--- src/rtl/cpu_pkg.sv ---
// cpu_pkg
// Shared definitions for the 8-bit CPU control path: opcode values, sequencer
// state encoding, ALU/register-source encodings shared with the datapath, and
// the bundle of control strobes produced by cpu_decode.
package cpu_pkg;

  localparam logic [7:0] OP_NOP   = 8'h00;
  localparam logic [7:0] OP_ADD   = 8'h01;
  localparam logic [7:0] OP_ADDI  = 8'h02;
  localparam logic [7:0] OP_LOAD  = 8'h03;
  localparam logic [7:0] OP_STORE = 8'h04;
  localparam logic [7:0] OP_JMPZ  = 8'h05;
  localparam logic [7:0] OP_HALT  = 8'hFF;

  typedef enum logic [2:0] {
    ST_FETCH  = 3'd0,
    ST_DECODE = 3'd1,
    ST_EXEC   = 3'd2,
    ST_MEM    = 3'd3,
    ST_WB     = 3'd4,
    ST_HALT   = 3'd5
  } state_t;

  localparam logic [1:0] ALU_ADD     = 2'b00;
  localparam logic [1:0] REG_SRC_ALU = 2'b00;
  localparam logic [1:0] REG_SRC_MEM = 2'b01;

  typedef struct packed {
    logic       mem_req;
    logic       mem_we;
    logic       mem_addr_src;
    logic       ir_load;
    logic       pc_inc;
    logic       pc_load;
    logic       reg_write;
    logic [1:0] reg_src;
    logic [1:0] alu_op;
    logic       alu_src;
  } strobes_t;

  function automatic logic is_known_op(input logic [7:0] op);
    case (op)
      OP_NOP, OP_ADD, OP_ADDI, OP_LOAD, OP_STORE, OP_JMPZ, OP_HALT: is_known_op = 1'b1;
      default:                                                     is_known_op = 1'b0;
    endcase
  endfunction

endpackage

--- src/rtl/cpu_decode.sv ---
// cpu_decode
// Combinational map from sequencer state to datapath control strobes.
// Ports:
//   en         - strobes are forced to 0 when low (held low during reset)
//   state      - current sequencer state
//   op_q       - opcode latched in DECODE, used by EXEC/MEM/WB
//   opcode     - live IR contents, only consulted while in DECODE
//   run        - fetch enable
//   zero_flag  - ALU zero flag, sampled by JMPZ in EXEC
//   mem_ready  - RAM handshake, only meaningful while a request is issued
//   strb       - bundled control strobes
module cpu_decode
  import cpu_pkg::*;
(
  input  logic       en,
  input  state_t     state,
  input  logic [7:0] op_q,
  input  logic [7:0] opcode,
  input  logic       run,
  input  logic       zero_flag,
  input  logic       mem_ready,
  output strobes_t   strb
);

  always_comb begin
    strb = '0;
    if (en) begin
      unique case (state)
        ST_FETCH: begin
          if (run) begin
            strb.mem_req = 1'b1;
            strb.ir_load = mem_ready;
          end
        end
        ST_DECODE: begin
          // NOP and unknown opcodes finish here, so they advance the PC now.
          if (opcode == OP_NOP || !is_known_op(opcode)) strb.pc_inc = 1'b1;
        end
        ST_EXEC: begin
          case (op_q)
            OP_ADD, OP_ADDI: begin
              strb.reg_write = 1'b1;
              strb.reg_src   = REG_SRC_ALU;
              strb.alu_op    = ALU_ADD;
              strb.alu_src   = (op_q == OP_ADDI);
              strb.pc_inc    = 1'b1;
            end
            OP_JMPZ: begin
              strb.pc_load = zero_flag;
              strb.pc_inc  = !zero_flag;
            end
            default: ;
          endcase
        end
        ST_MEM: begin
          strb.mem_req      = 1'b1;
          strb.mem_addr_src = 1'b1;
          strb.mem_we       = (op_q == OP_STORE);
          strb.pc_inc       = mem_ready && (op_q == OP_STORE);
        end
        ST_WB: begin
          strb.reg_write = 1'b1;
          strb.reg_src   = REG_SRC_MEM;
          strb.pc_inc    = 1'b1;
        end
        default: ;
      endcase
    end
  end

endmodule

--- src/rtl/cpu_sequencer.sv ---
// cpu_sequencer
// Multi-cycle fetch/decode/execute sequencer. One shared RAM serves both
// instruction fetch and LOAD/STORE; wait states come through mem_ready.
// Ports:
//   clk, rst_n             - clock, async active-low reset
//   run                    - when low no new fetch is issued
//   opcode, zero_flag      - IR contents and ALU zero flag
//   mem_ready              - RAM access complete (qualified by mem_req)
//   mem_req/mem_we/mem_addr_src, ir_load, pc_inc, pc_load,
//   reg_write, reg_src, alu_op, alu_src - datapath strobes
//   state, halted, illegal, retired    - status / debug
//
// state  | meaning
// FETCH  | request instruction at PC, wait for mem_ready, load IR
// DECODE | latch opcode, dispatch; NOP/unknown finish here
// EXEC   | ALU ops write back, JMPZ updates PC
// MEM    | data access at ALU address, wait for mem_ready
// WB     | LOAD writes RAM data to register file
// HALT   | stopped until reset
module cpu_sequencer
  import cpu_pkg::*;
#(
  parameter int CNT_W = 16
) (
  input  logic             clk,
  input  logic             rst_n,
  input  logic             run,
  input  logic [7:0]       opcode,
  input  logic             zero_flag,
  input  logic             mem_ready,
  output logic             mem_req,
  output logic             mem_we,
  output logic             mem_addr_src,
  output logic             ir_load,
  output logic             pc_inc,
  output logic             pc_load,
  output logic             reg_write,
  output logic [1:0]       reg_src,
  output logic [1:0]       alu_op,
  output logic             alu_src,
  output logic [2:0]       state,
  output logic             halted,
  output logic             illegal,
  output logic [CNT_W-1:0] retired
);

  state_t           state_q, state_d;
  logic [7:0]       op_q, op_d;
  logic             illegal_q, illegal_d;
  logic [CNT_W-1:0] retired_q, retired_d;
  logic             retire;
  strobes_t         strb;

  cpu_decode u_decode (
    .en        (rst_n),
    .state     (state_q),
    .op_q      (op_q),
    .opcode    (opcode),
    .run       (run),
    .zero_flag (zero_flag),
    .mem_ready (mem_ready),
    .strb      (strb)
  );

  always_comb begin
    state_d = state_q;
    op_d    = op_q;
    unique case (state_q)
      ST_FETCH: begin
        if (run && mem_ready) state_d = ST_DECODE;
      end
      ST_DECODE: begin
        op_d = opcode;
        case (opcode)
          OP_ADD, OP_ADDI, OP_JMPZ: state_d = ST_EXEC;
          OP_LOAD, OP_STORE:        state_d = ST_MEM;
          OP_HALT:                  state_d = ST_HALT;
          default:                  state_d = ST_FETCH;
        endcase
      end
      ST_EXEC: state_d = ST_FETCH;
      ST_MEM: begin
        if (mem_ready) state_d = (op_q == OP_LOAD) ? ST_WB : ST_FETCH;
      end
      ST_WB:   state_d = ST_FETCH;
      ST_HALT: state_d = ST_HALT;
      default: state_d = ST_FETCH;
    endcase
  end

  // An instruction retires when it hands control back to FETCH or enters HALT.
  assign retire = (state_q != ST_FETCH && state_d == ST_FETCH) ||
                  (state_q != ST_HALT  && state_d == ST_HALT);

  always_comb begin
    retired_d = retire ? retired_q + CNT_W'(1) : retired_q;
    illegal_d = illegal_q | (state_q == ST_DECODE && !is_known_op(opcode));
  end

  always_ff @(posedge clk or negedge rst_n) begin
    if (!rst_n) begin
      state_q   <= ST_FETCH;
      op_q      <= '0;
      illegal_q <= 1'b0;
      retired_q <= '0;
    end else begin
      state_q   <= state_d;
      op_q      <= op_d;
      illegal_q <= illegal_d;
      retired_q <= retired_d;
    end
  end

  assign mem_req      = strb.mem_req;
  assign mem_we       = strb.mem_we;
  assign mem_addr_src = strb.mem_addr_src;
  assign ir_load      = strb.ir_load;
  assign pc_inc       = strb.pc_inc;
  assign pc_load      = strb.pc_load;
  assign reg_write    = strb.reg_write;
  assign reg_src      = strb.reg_src;
  assign alu_op       = strb.alu_op;
  assign alu_src      = strb.alu_src;
  assign state        = state_q;
  assign halted       = (state_q == ST_HALT);
  assign illegal      = illegal_q;
  assign retired      = retired_q;

endmodule

--- config.mk ---
export PLATFORM = sky130hd
export DESIGN_NAME = cpu_sequencer
export DESIGN_NICKNAME = d
export VERILOG_FILES = /design/src/rtl/cpu_pkg.sv /design/src/rtl/cpu_decode.sv /design/src/rtl/cpu_sequencer.sv
export SDC_FILE = /design/constraint.sdc
export NUM_CORES = 1
export LEC_CHECK = 0
export ABC_AREA = 1
export BUFFER_PORTS_ARGS = -buffer_cell sky130_fd_sc_hd__buf_2
export CORE_ASPECT_RATIO = 1.75
export CORE_MARGIN = 1.5
export CORE_UTILIZATION = 40
export DETAILED_ROUTE_END_ITERATION = 10
export GPL_TIMING_DRIVEN = 1
export PLACE_DENSITY_LB_ADDON = 0.25
export SLEW_MARGIN = 0
export SYNTH_ARGS = -nofsm -noshare
export SYNTH_HDL_FRONTEND = slang
export SYNTH_SLANG_ARGS = --single-unit
--- constraint.sdc ---
create_clock -name clk -period 1.3 [get_ports clk]
set_input_delay 0.13 -clock clk [delete_from_list [all_inputs] [get_ports clk]]
set_output_delay 0.13 -clock clk [all_outputs]
set_load 0.05 [all_outputs]
# ---- Word-level counts from Yosys, hierarchy flattened
# Cells that the tools add are included.
# Widths: inputs -> output; s select.
dict set report op_classes {
  add_sub_neg 1
  eq_ne 18
  n_mux 22
  n_bitwise 1
  reduce_logical 18
}
# operator n
set ops {}
lappend ops {{$eq 8x2->1 const B} 4}
lappend ops {{$eq 8x3->1 const B} 4}
lappend ops {{$add 16x1->16 const B} 1}
lappend ops {{$eq 8x1->1 const B} 2}
lappend ops {{$mux 12} 1}
lappend ops {{$mux 3} 4}
lappend ops {{$pmux 3 s4} 1}
lappend ops {{$eq 3x3->1 const B} 3}
lappend ops {{$mux 1} 9}
lappend ops {{$pmux 3 s3} 1}
lappend ops {{$eq 8x8->1 const B} 1}
lappend ops {{$logic_not 8->1} 1}
lappend ops {{$reduce_or 7->1} 1}
lappend ops {{$eq 3x2->1 const B} 2}
lappend ops {{$logic_not 3->1} 2}
lappend ops {{$mux 6} 1}
lappend ops {{$pmux 3 s2} 1}
lappend ops {{$logic_and 1x1->1} 5}
lappend ops {{$pmux 1 s2} 2}
lappend ops {{$pmux 1 s4} 1}
lappend ops {{$reduce_or 2->1} 2}
lappend ops {{$eq 3x1->1 const B} 1}
lappend ops {{$logic_not 1->1} 3}
lappend ops {{$ne 3x3->1 const B} 1}
lappend ops {{other kinds (5)} 6}
dict set report totals {
  register_bits 28
  in_bits 13
  output_inout_bits 33
  elab_cells 64
}

# ---- Depth between registers and ports, before layout
# Gate-level depths: netlist of the first run.
dict set report logic_depth {
  ltp_word 10
  ltp_mapped 13
  mapped_depth_nobuf 12
}

# ---- Cells and area by module
# A second synthesis of the first run with hierarchy kept.
dict set report unflattened {
  cells_unflattened 301
  area_unflattened_um2 2058.2
}
# module instances cells_per_inst area_per_inst_um2 seq_area_each_um2
set by_module_without_submodules {}
lappend by_module_without_submodules {cpu_sequencer 1 231 1735.4 700.7}
lappend by_module_without_submodules {cpu_decode 1 70 322.8 0.0}

# ---- Worst setup path after synthesis of the first run
# No wires, ideal clock.
dict set report synth_timing {
  kind {register to output}
  startpoint {register state_q[0], in the netlist state[0]}
  endpoint {output pc_inc}
  arrival_ns 2.211
  t_required_ns 1.170
  slack_ns -1.041
  stages_incl_launch_ff 10
  n_path_buf 1
  cell_sequence {dfrtp_1 inv_1 nor2_2 nand2_2 inv_2 buf_2 nand2_1 nand3_1 nor2_1 a21oi_1}
}
dict set report synth_between {
  elab_chain_len 3
  elab_cells_between_ends 6
  cone_classes {4 x eq/ne; 2 x mux}
}
# item line_no
set synth_rtl {}
lappend synth_rtl {{start: declaration} cpu_sequencer.sv:47} ;# state_t state_q, state_d;
lappend synth_rtl {{start signal: assignment} cpu_sequencer.sv:107} ;# state_q <= state_d;
lappend synth_rtl {{$eq 3x3->1 (tied with other cells)} cpu_decode.sv:28} ;# unique case (state)
lappend synth_rtl {{$pmux 1 s4 *} cpu_decode.sv:28}
lappend synth_rtl {{$mux 12 *} cpu_decode.sv:27} ;# if (en) begin
lappend synth_rtl {{end: declaration} cpu_sequencer.sv:35} ;# output logic pc_inc,
# Every way passes the cells marked *; elsewhere a longest branch is shown, timed or not.

# ---- Worst setup path in the final report of the first run
dict set report layout_timing {
  startpoint {register state_q[2], in the netlist state[2]}
  endpoint {output reg_write}
}
dict set report layout_between {
  elab_chain_len 3
  elab_cells_between_ends 4
  cone_classes {2 x eq/ne; 2 x mux}
}
# item line_no
set layout_rtl {}
lappend layout_rtl {{$eq 3x3->1 or $eq 3x2->1 (tied branches)} cpu_decode.sv:28}
lappend layout_rtl {{$pmux 3 s2 *} cpu_decode.sv:28}
lappend layout_rtl {{$mux 12 *} cpu_decode.sv:27}
lappend layout_rtl {{end: declaration} cpu_sequencer.sv:37} ;# output logic reg_write,
# Marks and branches as above.

==> results of run 1 <==
sequential cells by signal, summed over array words and instances (netlist names):
name,cells
illegal,1
op_q,8
retired,16
state,3
area by class of cell:
| type | instances | area (um2) | share of cell area, % |
|---|---|---|---|
| repair buffers | 97 | 726 | 24.0 |
| flip-flops and latches | 28 | 709 | 23.5 |
| well taps | 52 | 65.1 | 2.15 |
| multi-input cells | 214 | 1350 | 44.7 |
| clock buffers | 4 | 55.1 | 1.82 |
| inverters | 28 | 114 | 3.77 |
layer usage:
metal  vias up  part of all wire (%)  GRT usage [%]
met3        11                   1.9           2.15
li1       1048                     -              -
met2        45                    59           45.7
met4         0                   2.4           9.72
met1       955                    37           20.7
met5         -                     0              0
cells in the final DEF (no fill, tap or decap), types with 8 or more instances in the layout:
| cell | count |
|---|---|
| xor2_1 | 11 |
| nand2_1 | 67 |
| buf_6 | 14 |
| buf_4 | 47 |
| nand3_1 | 27 |
| inv_1 | 19 |
| dfrtp_1 | 21 |
| nor2_1 | 19 |
| buf_2 | 32 |
| nand2_2 | 30 |
| nor2_4 | 8 |
| nand2_4 | 8 |
worst min-delay path by stage:
stage                             end  slack, ns  cells past startpoint  startpoint
5_1_grt           op_q[5]$_DFFE_PN0P_       0.18                      4   opcode[5]
2_1_floorplan       illegal$_DFF_PN0_      -0.17                      0       rst_n
3_3_place_gp   retired[7]$_DFFE_PN0P_       0.20                      2       rst_n
4_1_cts           op_q[5]$_DFFE_PN0P_       0.16                      4   opcode[5]
3_5_place_dp      op_q[4]$_DFFE_PN0P_       0.22                      2       rst_n
6_report          op_q[5]$_DFFE_PN0P_       0.16                      4   opcode[5]
worst max-delay path: stages, from the launching register on:
cell     delay [ns]
dfrtp_2        0.45
inv_4          0.11
nand3_1        0.12
a21oi_1        0.16
nand2_1        0.10
buf_4          0.15
a21oi_4        0.11
buf_6          0.17
power by group:
group / switching (mW) / internal [mW]
Clock: 0.273 / 0.272
Combinational: 0.616 / 0.370
Sequential: 0.0935 / 0.972
Total: 0.982 / 1.61
kinds of logic after synthesis:
kind of cell	share of synthesized area, %
other	0.190
adder cells (fa/ha/maj)	0.634
AO/OA/AOI/OAI	3.11
flip-flops	35.5
buffers and inverters	8.68
AND/OR/NAND/NOR	45.7
XOR/XNOR	6.21
metrics by stage:
stage / utilization, % / total power, mW / setup slack (ns) / instance area (um2)
after CTS: 62.0 / 2.57 / -0.487 / 2920
after detailed placement: 56.3 / 1.96 / -0.367 / 2650
after global routing: 64.2 / 2.75 / -0.597 / 3020
final: 64.2 / 2.60 / -0.484 / 3020
after global placement: 56.3 / 1.94 / -0.378 / 2650
after floorplan: - / 1.60 / -0.374 / 2090
timing repair:
| action | in CTS | in global routing |
|---|---|---|
| hold endpoints to repair | 28 | 0 |
| setup buffers | 3 | 4 |
| setup endpoints to repair | 26 | 27 |
| gates cloned | 3 | 1 |
| hold buffers | 1 | 0 |
| gates resized for setup | 43 | 17 |
| pin swaps | 8 | 7 |
==> metrics, run 1 <==
maximum vdd ir drop=0.686 mV; synthesized cell area=1970 um2; DIE AREA=5380 um2; worst hold slack=0.164 ns; reg2reg end=retired[1]$_DFFE_PN0P_; actual slew at the worst max-slew pin=0.617 ns; port bufs=42; vias=2,059; Yosys top cell area share=35.5%; Post-Place Cells=407; most common cell in the netlist=nand2_1; fin cells=423; synthesized area per cell=7.29 um2; CP Capture Type=primary output; main area contributors after synthesis=dfrtp_1 (35%), nand2_1 (15%), nand2_2 (7.9%), nand3_1 (7.1%), nor2_1 (4.9%); crit path capture=reg_write; CTS tree=yes; RR Startpoint=state[1]$_DFF_PN0_; worst hold path type=in2reg; worst skew pair latency=0.28 ns; leakage power=1.54 nW; RSZ-0062 raised after global routing=true; number of DRC markers in iteration 0=62; status=complete, but fails checks; Mapped Cells=271; Post-synth top flop=dfrtp_1; Ys Warns=0; Placer Congestion=0.892; final worst slack=-0.484 ns; Vias/cell=4.87; vias in the first global route=2,100; failing checks=negative setup slack; P per Cell Area=860 nW/um2; maximum net fanout on the critical path=7; H-tree levels=1; clock slew at reported path FFs=0.09 ns; R2R Setup Slk=-0.35 ns; overall routed net length=5700 um; Post-synth EDFFs=0; die width=56.1 um; critical path startpoint=state[2]$_DFF_PN0_; Critical Path AT=1.65 ns; grt ovf=0; Setup-failing EPs final=27; Async S/R FF share, synth=100%; CP Launch Type=flip-flop; synth unique cells=28; Routed Antenna Nets=0; clk root buf=clkbuf_8; FMAX=561 MHz; Layout area overhead=53.0%; layout cell share with drive strength beyond 1=50.1%; initial core utilization=41.9%; required time of the critical path=1.17 ns; antenna cell count=0; post-route DRC violation count=0; Max Cap Violations=0; core area=4710 um2; cells on worst reg2reg path=11; Synth top cells by count=nand2_1 (77), dfrtp_1 (28), nand3_1 (28), nor2_1 (26), nand2_2 (25); antenna violations before repair=0; Slew Viols, Final=0; routed length per instance=13.5 um; slew margin rel.=58.8%; sequential element share of the synthesized area=35.5%; number of buffers created by CTS=3; Crit Path Category=reg2out; Clock Path Buffers=2; Final Skew=0.00390 ns; first-pass GRT wire length=9180 um; largest net degree at the start of global routing=29; Yosys top cell by area=dfrtp_1; DRT Pass-1 Iters=6; CTS sink count=28; final worst-path cycle share=137%; Fin. Hold Viols=0; Final nets=386; GRT Resource Usage Total=21.9%; hpwl dp=4010 um; num rows=33; # fillers=401; Yosys reg bits=28; post-route minimum period=1.78 ns; I/O pin total=46; die height=95.9 um; TNS Setup=-8.81 ns
No activity file was read; power rests on OpenSTA's default activity.
==> run 2: changes to the inputs <==
--- a/config.mk
+++ b/config.mk
@@ -12,7 +12,6 @@
 export CORE_UTILIZATION = 40
 export DETAILED_ROUTE_END_ITERATION = 10
 export GPL_TIMING_DRIVEN = 1
-export PLACE_DENSITY_LB_ADDON = 0.25
 export SLEW_MARGIN = 0
 export SYNTH_ARGS = -nofsm -noshare
 export SYNTH_HDL_FRONTEND = slang
==> metrics, run 2 (synthesis gave the netlist of run 1 again) <==
hpwl dp=4030 um; DRT Pass-1 Iters=4; Placer Congestion=0.881; maximum vdd ir drop=0.624 mV; port bufs=42; worst skew pair latency=0.28 ns; post-route minimum period=1.79 ns; I/O pin total=46; final worst slack=-0.493 ns; initial core utilization=41.9%; status=complete, but fails checks; Slew Viols, Final=0; Crit Path Category=reg2out; required time of the critical path=1.17 ns; layout cell share with drive strength beyond 1=54.3%; CP Capture Type=primary output; Critical Path AT=1.66 ns; vias in the first global route=2,097; most common cell after layout, fill and taps aside=nand2_1; CTS tree=yes; failing checks=negative setup slack; P per Cell Area=872 nW/um2; num rows=33; GRT Resource Usage Total=22.6%; Final nets=398; clk root buf=clkbuf_8; FMAX=558 MHz; CP Launch Type=flip-flop; CTS sink count=28; number of DRC markers in iteration 0=55; antenna violations before repair=0; number of buffers created by CTS=3; Max Cap Violations=0; H-tree levels=1; die width=56.1 um; fin cells=435; Vias/cell=4.95; Layout area overhead=62.8%; post-route DRC violation count=0; Setup-failing EPs final=27; die height=95.9 um; leakage power=1.66 nW; vias=2,154; grt ovf=0; actual slew at the worst max-slew pin=0.657 ns; largest net degree at the start of global routing=29; area of the multi-input gates=1400 um2; RSZ-0062 raised after global routing=true; overall routed net length=5790 um; first-pass GRT wire length=9460 um; Post-Place Cells=409; commonest cells after routing, fill and taps aside=nand2_1 (64), buf_4 (54), buf_2 (32), nand2_2 (30); core area=4710 um2; worst hold path type=in2reg; Fin. Hold Viols=0; Routed Antenna Nets=0; routed length per instance=13.3 um; maximum net fanout on the critical path=4; TNS Setup=-8.82 ns; Final Skew=0.00908 ns; slew margin rel.=56.2%; max FFs per register=16; final worst-path cycle share=138%; antenna cell count=0; Clock Path Buffers=2; DIE AREA=5380 um2; Sequential cell area=709 um2; clock slew at reported path FFs=0.10 ns; # fillers=383
-- run 2: final cells by class --
cell class                      instances  area share, %
Clock inverter                          1          0.934
Timing Repair Buffer                  110           26.5
Tap cell                               52           2.02
Clock buffer                            3           1.28
Multi-Input combinational cell        213           43.6
Inverter                               28           3.62
Sequential cell                        28           22.1
-- run 2: metal layers --
metal	up-vias	wire length [um]	GRT usage, %	part of all wire [%]
li1	1065	-	-	-
met1	1023	2030	22.2	35
met2	56	3480	47.1	60
met3	10	163	1.61	2.8
met4	0	125	9.13	2.2
met5	-	0	0	0
-- run 2: power by group --
part	leakage, nW	internal (mW)	total (mW)	switching [mW]
Combinational	1.27	0.397	1.04	0.639
Clock	0.0357	0.413	0.702	0.289
Sequential	0.357	0.972	1.06	0.0927
-- run 2: critical path: stages (launching register included) --
cell and delay (ns):
dfrtp_1 0.40, nor2_2 0.17, nand2_4 0.11, nor3_4 0.16, nand2_2 0.09, nand2_1 0.08
nor2_2 0.05, a21oi_4 0.14, buf_6 0.18
-- run 2: worst paths after layout --
kind,from,endpoint,slack [ns],cells past startpoint
setup reg to reg,state[1]$_DFF_PN0_,retired[1]$_DFFE_PN0P_,-0.34,11
max in group asynchronous,rst_n,state[0]$_DFF_PN0_,0.59,3
hold / removal,opcode[2],op_q[2]$_DFFE_PN0P_,0.14,3
min in group asynchronous,rst_n,retired[10]$_DFFE_PN0P_,0.40,3
hold reg to reg,illegal$_DFF_PN0_,illegal$_DFF_PN0_,0.47,2
setup / recovery,op_q[7]$_DFFE_PN0P_,pc_inc,-0.49,8
-- run 2: what timing repair did --
action | CTS | global route
hold endpoints to repair | 28 | 0
pin swaps | 4 | 10
gates resized for setup | 35 | 46
buffers inserted | 12 | 6
gates cloned | 3 | 0
hold buffers | 1 | 0
setup endpoints to repair | 27 | 28
-- run 2: stage by stage --
| step | util, % | hold slack [ns] | setup slack, ns | total power [mW] | area [um2] |
|---|---|---|---|---|---|
| after floorplan | - | -0.166 | -0.374 | 1.60 | 2090 |
| after global placement | 56.6 | 0.187 | -0.329 | 1.95 | 2670 |
| after detailed placement | 56.6 | 0.195 | -0.358 | 1.96 | 2670 |
| after CTS | 63.7 | 0.140 | -0.476 | 2.74 | 3000 |
| after global routing | 68.3 | 0.154 | -0.577 | 2.95 | 3210 |
| final | 68.3 | 0.140 | -0.493 | 2.80 | 3210 |
